$ cat config.mk
export PLATFORM = sky130hd
export DESIGN_NAME = full_add
export DESIGN_NICKNAME = d
export VERILOG_FILES = /design/src/rtl/full_add.sv
export SDC_FILE = /design/constraint.sdc
export NUM_CORES = 1
export LEC_CHECK = 0
export BUFFER_PORTS_ARGS = -buffer_cell sky130_fd_sc_hd__buf_2
export CAP_MARGIN = 20
export CORE_AREA = 5 5 42 44
export CTS_CLUSTER_DIAMETER = 100
export CTS_CLUSTER_SIZE = 30
export DETAILED_ROUTE_END_ITERATION = 10
export DIE_AREA = 0 0 47 49
export SLEW_MARGIN = 20
export SYNTH_ARGS = -nofsm -noshare
export SYNTH_HDL_FRONTEND = slang
export SYNTH_SLANG_ARGS = --single-unit
$ cat constraint.sdc
create_clock -name clk -period 1.55 [get_ports clk]
set_clock_uncertainty 0.2 [all_clocks]
set_input_delay 0.31 -clock clk [delete_from_list [all_inputs] [get_ports clk]]
set_output_delay 0.31 -clock clk [all_outputs]
set_load 0.01 [all_outputs]
$ cat src/rtl/full_add.sv
// Parameterisable ripple-carry full adder with a combinational result and an
// enable-gated registered copy ({c_out,sum} = a + b + c_in).
module full_add #(
   parameter int unsigned WIDTH = 1
) (
   input  logic             clk,
   input  logic             rst_n,
   input  logic [WIDTH-1:0] a,
   input  logic [WIDTH-1:0] b,
   input  logic             c_in,
   input  logic             en,
   output logic [WIDTH-1:0] sum,
   output logic             c_out,
   output logic             ovf,
   output logic [WIDTH-1:0] sum_q,
   output logic             c_out_q,
   output logic             ovf_q
);

   logic carry;
   logic carry_msb;

   // One full-adder cell per bit, chained inside a single combinational
   // process so the ripple carry is one scalar rather than a self-feeding vector.
   always_comb begin
      sum       = '0;
      carry     = c_in;
      carry_msb = c_in;
      for (int unsigned i = 0; i < WIDTH; i++) begin
         carry_msb = carry;
         sum[i]    = a[i] ^ b[i] ^ carry;
         carry     = (a[i] & b[i]) | (carry & (a[i] ^ b[i]));
      end
      c_out = carry;
      ovf   = carry ^ carry_msb;
   end

   always_ff @(posedge clk or negedge rst_n) begin
      if (!rst_n) begin
         sum_q   <= '0;
         c_out_q <= 1'b0;
         ovf_q   <= 1'b0;
      end else if (en) begin
         sum_q   <= sum;
         c_out_q <= c_out;
         ovf_q   <= ovf;
      end
   end

endmodule

==> out/metrics.cfg, run 1 <==
[sta]
post-route-min-period_ps = 1640
slew_viol_final = 0
worst_pin_slew_ps = 145
fin_crit_sh_pct = 106
finalWorstSetupSlack_ps = -89.4
fin_setup_tns_ps = -177
relSlewSlack_pct = 90.3
whs_ps = 180
setup_violations = 3
rsz0062_at_grt = true
finalHoldViolCount = 0
fmax_ghz = 0.610

[logic_synthesis]
synth_largest_area_cell = dfrtp_1
yosys_warnings = 0
ys_seq_area_share_pct = 53.1
synthesis.instances = 8
synth_seq_cells = 3
netlist_top_cells_area = dfrtp_1 53%, mux2_2 16%, fa_1 14%, mux2_4 11%, xor2_1 6.2%
synth_top_area_share_pct = 53.1
yosysUniqueCellTypes = 5
netlist_area_sq_um = 141
avgSynthCellArea_sq_um = 17.7
synth_nets = 15

[floorplan]
die_height_um = 49
core_sq_um = 1400
io_pins = 12
row_count = 14
die_w_um = 47
start_util_pct = 10.1
die_area_sq_um = 2300

[global_routing]
grt_max_degree = 4
antenna_found_initial = 0
grt_pass1_vias = 170
grt_pass1_wl_um = 676
track_usage_pct = 4.66
grt-ovfl-total = 0

[power_and_ir_drop]
vdd_drop_max_mv = 0.214
p_leak_uw = 0.000136
powerDensity_nw_per_um2 = 1130
power_uw = 321

[drt]
wl_per_cell_um = 10.0
routed_via_density = 3.07
ant_nets = 0
drtPass1Iterations = 2
drt-initial-drc-count = 1
vias = 126
drt-total-wl_um = 411
drcViolationCount = 0

[final_layout]
stdcell_count = 41
layout-drive-gt1-share_pct = 80.0
layout_common_cells = 8 x buf_2, 3 x dfrtp_1, 3 x clkbuf_4
mostFrequentLayoutCell = buf_2
area_growth_pct = 102
fin_nets = 33
n_antenna_cell = 0

[setup_path]
critPathKind = in2out
path_depth = 4
crit_slowest_cell = fa_2
ff2ff_setup_slack_ps = 600
worstSetupStartpointType = input pin
path_delay_family = adder cells
cp_max_fo = 2
cp.arrival_ps = 1130
crit_path_max_incr_delay_ps = 400
critPathRequiredTime_ps = 1040
r2r_cells = 1
cp.buffers_inverters = 2
reg2reg_from = ovf_q$_DFFE_PN0P_
crit_end = ovf
path_cells = buf_6 > fa_2 > xor2_2 > buf_2
rr_endpoint = ovf_q$_DFFE_PN0P_
cp-startpoint = b
cp-end-kind = output pin

[clock_network]
cts-root-buf = clkbuf_4
clk_pin_slew_ps = 40
h-tree-depth = 1
numCtsBuffers = 3
clock-sinks = 3
insertion_delay_ps = 220
cts_buffer_depth = 2
cts_tree = done

[placement]
hpwl_um = 364
place_inst = 36
place.gp.congestion = 0.673
portBuffers = 11

[status]
status = finished, violations left
violations = setup timing

[job]
max_cap_viol_count = 0

[hold_path]
min_path_type = in2reg

==> per-layer routing <==
| layer | vias up | routed length [um] | GRT usage, % |
|---|---|---|---|
| li1 | 60 | - | - |
| met1 | 55 | 183 | 5.10 |
| met2 | 11 | 145 | 5.20 |
| met3 | 0 | 83 | 5.17 |
| met4 | 0 | 0 | 2.76 |
| met5 | - | 0 | 0 |
==> Yosys cell counts <==
| library cell | instances |
|---|---|
| xor2_1 | 1 |
| fa_1 | 1 |
| mux2_4 | 1 |
| dfrtp_1 | 3 |
| mux2_2 | 2 |
==> per-stage QoR <==
step / area [sq um] / utilization, % / setup slack (ps)
2_1_floorplan: 144 / - / 23.0
6_report: 285 / 20.4 / -89.4
4_1_cts: 283 / 20.2 / -94.3
5_1_grt: 285 / 20.4 / -120
3_3_place_gp: 226 / 16.2 / -161
3_5_place_dp: 226 / 16.2 / -181
==> registers in the layout (all words and copies together) (netlist names) <==
signal / count
c_out_q: 1
sum_q: 1
ovf_q: 1
==> report_power, final <==
part | internal (uW) | leakage [uW] | switching (uW)
Sequential | 91.9 | 0.0000351 | 5.81
Clock | 96.4 | 0.0000150 | 38.8
Combinational | 50.3 | 0.0000856 | 37.9
==> cell families after synthesis <==
logic type | synth area share (%)
multiplexers | 26.5
flip-flops | 53.1
XOR/XNOR | 6.20
adder cells (fa/ha/maj) | 14.2
==> worst min path at each step <==
stage | startpoint | endpoint | slack (ps) | cells past startpoint
floorplan | rst_n | c_out_q$_DFFE_PN0P_ | -190 | 0
global placement | rst_n | sum_q$_DFFE_PN0P_ | -90 | 1
detailed placement | rst_n | sum_q$_DFFE_PN0P_ | -90 | 1
CTS | en | sum_q$_DFFE_PN0P_ | 170 | 2
global route | en | sum_q$_DFFE_PN0P_ | 180 | 2
finish | en | sum_q$_DFFE_PN0P_ | 180 | 2
==> cell type report <==
type,count,area [sq um]
Tap cell,16,20.0
Multi-Input combinational cell,5,76.3
Sequential cell,3,75.1
Timing Repair Buffer,13,87.6
Clock buffer,4,26.3
Fill cell,165,1120
==> timing repair <==
action / CTS / global route
resized for setup: 3 / 1
buffers inserted: 0 / 0
endpoints found under the setup margin: 3 / 3
hold buffers: 1 / 0
pin swaps: 2 / 0
endpoints found under the hold margin: 3 / 0
No activity file was read; power rests on OpenSTA's default activity.
==> run 2: changes to the inputs <==
- ABC_AREA: unset -> 1
==> out/metrics.cfg, run 2 <==
[sta]
finalWorstSetupSlack_ps = -128  ; -38.8 ps
post-route-min-period_ps = 1680  ; +38.8 ps
finalHoldViolCount = 0  ; unchanged
worst_pin_slew_ps = 128  ; -17.1 ps
fin_crit_sh_pct = 108  ; +2.5 points
fin_setup_tns_ps = -176  ; +0.686 ps
rsz0062_at_grt = true
relSlewSlack_pct = 91.5  ; +1.1 points
slew_viol_final = 0  ; unchanged
fmax_ghz = 0.596  ; -2.3%
setup_violations = 2  ; -1

[final_layout]
area_growth_pct = 127
layout-drive-gt1-share_pct = 64.3  ; -16 points
mostFrequentLayoutCell = buf_4
final_cell_area_sq_um = 360  ; +26%
reg.largest.list = c_out_q: 1 flops, ovf_q: 1 flops, sum_q: 1 flops
fin_nets = 50  ; +52%
n_fill_cell = 166  ; +0.61%
layout_common_cells = 8 x buf_4, 7 x nand2_1, 7 x buf_2, 4 x buf_6
n_antenna_cell = 0  ; unchanged

[clock_network]
insertion_delay_ps = 230  ; about the same
cts_buffer_depth = 2  ; unchanged
h-tree-depth = 1  ; unchanged
cts-root-buf = clkbuf_4
cts_tree = done
clk_pin_slew_ps = 40  ; about the same
clock-sinks = 3  ; unchanged
numCtsBuffers = 3  ; unchanged

[placement]
portBuffers = 11  ; unchanged
place.gp.congestion = 0.708  ; +5.1%
dpl_cell_area_sq_um = 267  ; +18%
place_ws_ps = -173  ; +8.94 ps

[logic_synthesis]
synth_largest_area_cell = dfrtp_1
ys_seq_area_share_pct = 47.2  ; -5.9 points
synth_top_area_share_pct = 47.2  ; -5.9 points
netlist_area_sq_um = 159  ; +12%
synth-xor-area-share_pct = 0  ; -6.2 points
yosys_warnings = 0  ; unchanged
yosysUniqueCellTypes = 9  ; +4
synthesis.instances = 18  ; +10
yosys.area_share.adder_pct = 12.6  ; -1.6 points
synth_most_common_cell = nand2_1
ys.flop_type = dfrtp_1
ys_async_sr_fraction_pct = 100  ; unchanged
synth_top_family_by_area = simple AND/OR/NAND/NOR gates
netlist_top_cells_area = dfrtp_1 47%, nand2_1 17%, fa_1 13%, o21ai_2 5.5%, inv_1 4.7%
synth_seq_cells = 3  ; unchanged
avgSynthCellArea_sq_um = 8.83  ; -50%
synth_common_cells = 7 x nand2_1, 3 x dfrtp_1, 2 x inv_1
synth_nets = 25  ; +10
synth-simple-area-share_pct = 27.6  ; +28 points
synth_compound_area_share_pct = 5.51  ; +5.5 points
synth_edf_count = 0  ; unchanged
muxShareOfSynthArea_pct = 0  ; -27 points

[global_routing]
track_usage_pct = 5.23  ; +0.57 points
grt_pass1_vias = 216  ; +27%
grt_max_degree = 5  ; +1
grt-ovfl-total = 0  ; unchanged
antenna_found_initial = 0  ; unchanged
grt_pass1_wl_um = 814  ; +20%

[hold_path]
hold_depth = 3  ; +1
min_from = en
min_path_type = in2reg

[drt]
drtPass1Iterations = 3  ; +1
met2_length_um = 202  ; +39%
drt-initial-drc-count = 5  ; +4
dr_wl_met3_um = 75  ; -9.6%
vias = 193  ; +53%
m1WireLength_um = 166  ; -9.3%
drcViolationCount = 0  ; unchanged
wl_per_cell_um = 7.95  ; -21%
routed.top_layer = met4
ant_nets = 0  ; unchanged
routed_via_density = 3.33  ; +8.3%
drt-total-wl_um = 461  ; +12%

[floorplan]
die_height_um = 49  ; unchanged
die_area_sq_um = 2300  ; unchanged
core_sq_um = 1400  ; unchanged
start_util_pct = 11.3  ; +1.2 points
die_w_um = 47  ; unchanged
row_count = 14  ; unchanged
io_pins = 12  ; unchanged

[setup_path]
critPathKind = in2out
cp_common_cell = buf_6
path_cells = buf_6 > fa_2 > inv_2 > nand2_2 > and2_4 > buf_6
reg2reg_from = c_out_q$_DFFE_PN0P_
r2r_cells = 2  ; +1
crit_path_max_incr_delay_ps = 400  ; about the same
cp_max_fo = 3  ; +1
crit_slowest_cell = fa_2
cp-end-kind = output pin
critPathRequiredTime_ps = 1040  ; about the same
cp-startpoint = a
worstSetupStartpointType = input pin
cp.arrival_ps = 1170  ; +40 ps

[status]
status = finished, violations left
violations = setup timing

[power_and_ir_drop]
p_leak_uw = 0.000198  ; +46%
powerDensity_nw_per_um2 = 919  ; -18%
vdd_drop_max_mv = 0.171  ; -20%

[job]
max_cap_viol_count = 0  ; unchanged

[run 2: changes by cell type in the layout (fill, tap and decap cells not counted), sizes merged]
cell,previous run,this run
buf,12,19
and2,0,1
nand2,0,8
o21ai,0,1
inv,0,3
nand3,0,1
mux2,3,0
xor2,1,0
[run 2: metrics by stage]
| step | utilization [%] | cells | power, uW | hold WS, ps |
|---|---|---|---|---|
| 2_1_floorplan | - | 18 | 130 | -186 |
| 3_3_place_gp | 19.0 | 49 | 169 | -94.2 |
| 3_5_place_dp | 19.0 | 49 | 171 | -91.5 |
| 4_1_cts | 24.2 | 56 | 335 | 111 |
| 5_1_grt | 25.7 | 58 | 362 | 138 |
| 6_report | 25.7 | 58 | 331 | 118 |
[run 2: cell families (layout without fill, tap and decap cells)]
logic type               Yosys count  count (layout)
flip-flops                         3               3
AND/OR/NAND/NOR                   10              10
buffers and inverters              3              27
adder cells (fa/ha/maj)            1               1
AO/OA/AOI/OAI                      1               1
[run 2: path summary, 6_finish.rpt]
kind / to / slack, ps
setup / recovery: ovf / -130
hold reg to reg: c_out_q$_DFFE_PN0P_ / 270
min in group asynchronous: c_out_q$_DFFE_PN0P_ / 200
hold / removal: sum_q$_DFFE_PN0P_ / 120
max in group asynchronous: sum_q$_DFFE_PN0P_ / 850
setup reg to reg: c_out_q$_DFFE_PN0P_ / 750
[run 2: power breakdown]
part	total, uW	leakage, uW	internal (uW)	switching [uW]
clock network	136	0.0000150	96.4	39.5
logic	101	0.000147	60.0	41.4
registers	93.8	0.0000363	88.7	5.08
total	331	0.000198	245	86.0
[run 2: critical path, delay by kind of cell]
family / cells / cell delay, ps
adders and majority gates: 1 / 400
buffers and inverters: 3 / 270
and+or+nand+nor: 2 / 180
[run 2: metal layers]
metal	GRT usage, %	vias to the layer above
met2	7.01	12
met5	0	-
met4	5.53	0
li1	-	101
met1	5.33	78
met3	2.58	2
[run 2: layout make-up]
class / count / area (sq um) / share of cell area [%]
Clock buffer: 4 / 26.3 / 7.29
Inverter: 3 / 11.3 / 3.12
Multi-Input combinational cell: 12 / 77.6 / 21.5
Sequential cell: 3 / 75.1 / 20.8
Tap cell: 16 / 20.0 / 5.56
Timing Repair Buffer: 20 / 150 / 41.7
[run 2: timing repair]
| action | in CTS | in global routing |
|---|---|---|
| hold buffers | 1 | 0 |
| pin swaps | 1 | 1 |
| resized for setup | 4 | 1 |
| hold endpoints to repair | 3 | 0 |
| endpoints found under the setup margin | 2 | 2 |
| cloned | 0 | 0 |
| buffers inserted | 2 | 2 |
==> run 3: changes to the inputs <==
==> constraint.sdc (replaced) <==
create_clock -name clk -period 1.55 [get_ports clk]
set_clock_uncertainty 0.2 [all_clocks]
set_input_delay 0.2325 -clock clk [delete_from_list [all_inputs] [get_ports clk]]
set_output_delay 0.2325 -clock clk [all_outputs]
set_load 0.01 [all_outputs]
==> out/metrics.cfg, run 3 (synthesis gave the netlist of run 2 again) <==
[final_layout]
ff_latch_area_sq_um = 75.1  ; unchanged
n_antenna_cell = 0  ; unchanged
layout-drive-gt1-share_pct = 65.1  ; +0.83 points
reg.largest.list = c_out_q: 1 flops, ovf_q: 1 flops, sum_q: 1 flops
fin_nets = 51  ; +2.0%
mostFrequentLayoutCell = buf_4
final_cell_area_sq_um = 362  ; +0.35%
n_fill_cell = 164  ; -1.2%
layout_common_cells = 9 x buf_4, 8 x buf_2, 7 x nand2_1
multi_input_area_sq_um = 77.6  ; unchanged
area_growth_pct = 128

[setup_path]
critPathKind = in2out
reg2reg_from = c_out_q$_DFFE_PN0P_
cp_max_fo = 3  ; unchanged
critPathRequiredTime_ps = 1120  ; +80 ps
r2r_cells = 2  ; unchanged
cp-end-kind = output pin
cp.buffers_inverters = 3  ; unchanged
crit_slowest_cell = fa_2
rr_endpoint = c_out_q$_DFFE_PN0P_
worstSetupStartpointType = input pin
path_cells = buf_6 > fa_2 > inv_2 > nand2_2 > and2_4 > buf_6
cp.arrival_ps = 1090  ; -80 ps
ff2ff_setup_slack_ps = 750  ; about the same
path_delay_family = adder cells
cp_common_cell = buf_6
path_depth = 6  ; unchanged
crit_path_max_incr_delay_ps = 400  ; about the same

[global_routing]
grt_max_degree = 5  ; unchanged
track_usage_pct = 5.02  ; -0.21 points
busiest_layer = met4
grt-ovfl-total = 0  ; unchanged
use_met1_pct = 5.56  ; +0.22 points
grtUsageMet2_pct = 6.56  ; -0.45 points
grt_pass1_wl_um = 793  ; -2.6%
grt_pass1_vias = 220  ; +1.9%
grt_use_met3_pct = 0.738  ; -1.8 points
antenna_found_initial = 0  ; unchanged

[drt]
drt-initial-drc-count = 7  ; +2
drtPass1Iterations = 4  ; +1
ant_nets = 0  ; unchanged
wl_per_cell_um = 7.46  ; -6.2%
drcViolationCount = 0  ; unchanged
vias = 192  ; -0.52%
routed_via_density = 3.25  ; -2.2%
drt-total-wl_um = 440  ; -4.6%

[sta]
worst_pin_slew_ps = 128  ; +0.732 ps
rsz0062_at_grt = true
fin_crit_sh_pct = 98.1  ; -10 points
fin_setup_tns_ps = 0  ; +176 ps
finalHoldViolCount = 0  ; unchanged
relSlewSlack_pct = 91.4  ; about the same
post-route-min-period_ps = 1520  ; -157 ps
setup_violations = 0  ; -2
slew_viol_final = 0  ; unchanged
fmax_ghz = 0.657  ; +10%

[floorplan]
die_height_um = 49  ; unchanged
io_pins = 12  ; unchanged
row_count = 14  ; unchanged
die_area_sq_um = 2300  ; unchanged
die_w_um = 47  ; unchanged
start_util_pct = 11.3  ; unchanged
core_sq_um = 1400  ; unchanged

[clock_network]
numCtsBuffers = 3  ; unchanged
insertion_delay_ps = 230  ; about the same
h-tree-depth = 1  ; unchanged
cts-root-buf = clkbuf_4
clk_pin_slew_ps = 40  ; about the same
cts_buffer_depth = 2  ; unchanged
clock-sinks = 3  ; unchanged
cts_tree = done

[hold_path]
whs_endpoint = sum_q$_DFFE_PN0P_
min_from = en
hold_depth = 3  ; unchanged
min_path_type = in2reg

[power_and_ir_drop]
p_int_uw = 243  ; -0.95%
sw_frac_of_total_pct = 26.0  ; +0.069 points
power_frac_clock_pct = 41.4  ; +0.4 points
p_leak_uw = 0.000201  ; +1.7%
sequentialPowerShare_pct = 28.4  ; about the same
pwr-share-comb_pct = 30.2  ; -0.4 points
p_sw_uw = 85.5  ; -0.60%
vdd_drop_max_mv = 0.205  ; +20%
powerDensity_nw_per_um2 = 908  ; -1.2%

[job]
max_cap_viol_count = 0  ; unchanged

[placement]
dpl_cell_area_sq_um = 264  ; -0.94%
portBuffers = 11  ; unchanged
place.gp.congestion = 0.662  ; -6.4%

[status]
status = finished, final reports clean

[run 3: cell count changes in the layout (fill, tap and decap cells not counted), sizes merged]
cell / before / now
buf: 19 / 20
[run 3: per-stage QoR]
step / std cells / utilization [%] / setup WS [ps] / hold slack [ps] / total power (uW)
after floorplan: 18 / - / 90.1 / -263 / 129
after global placement: 49 / 18.8 / -79.3 / -172 / 168
after detailed placement: 49 / 18.8 / -82.1 / -170 / 169
after CTS: 59 / 24.9 / 2.90 / 30.4 / 335
after global routing: 59 / 25.8 / -14.5 / 75.3 / 353
final: 59 / 25.8 / 28.9 / 38.9 / 328
[run 3: routing by layer]
layer | part of all wire, % | wire length (um) | vias up
met1 | 39 | 172 | 78
met4 | 0 | 0 | 0
li1 | - | - | 103
met5 | 0 | 0 | -
met2 | 43 | 190 | 11
met3 | 17 | 76 | 0
[run 3: how the worst max path moves through the flow]
stage          end  from  slack (ps)
5_1_grt        ovf     a         -10
3_5_place_dp   ovf     a         -80
4_1_cts        ovf  c_in           3
6_report       ovf     a          30
3_3_place_gp   ovf     a         -80
2_1_floorplan  ovf     a          90
[run 3: repair_timing]
| item | CTS | global route |
|---|---|---|
| endpoints found under the hold margin | 3 | 0 |
| pin swaps | 1 | 2 |
| gates resized for setup | 3 | 2 |
| setup endpoints to repair | 1 | 1 |
| hold buffers | 1 | 0 |
| setup buffers | 5 | 0 |
[run 3: cell type report]
cell class                      count  area share, %
Sequential cell                     3           20.8
Tap cell                           16           5.54
Timing Repair Buffer               21           41.9
Inverter                            3           3.11
Clock buffer                        4           7.27
Multi-Input combinational cell     12           21.5
[run 3: power groups by stage]
stage	clock (uW)	combinational, uW	sequential (uW)
CTS	145	97.0	93.5
global route	145	112	96.0
finish	136	99.1	93.3
detailed placement	0	74.2	94.4
floorplan	0	29.6	99.4
global placement	0	73.3	94.5
[run 3: worst reg2reg max path, cell delays in order, from the launching register on]
cell and delay, ps:
dfrtp_1 360, nand2_1 80, o21ai_2 50
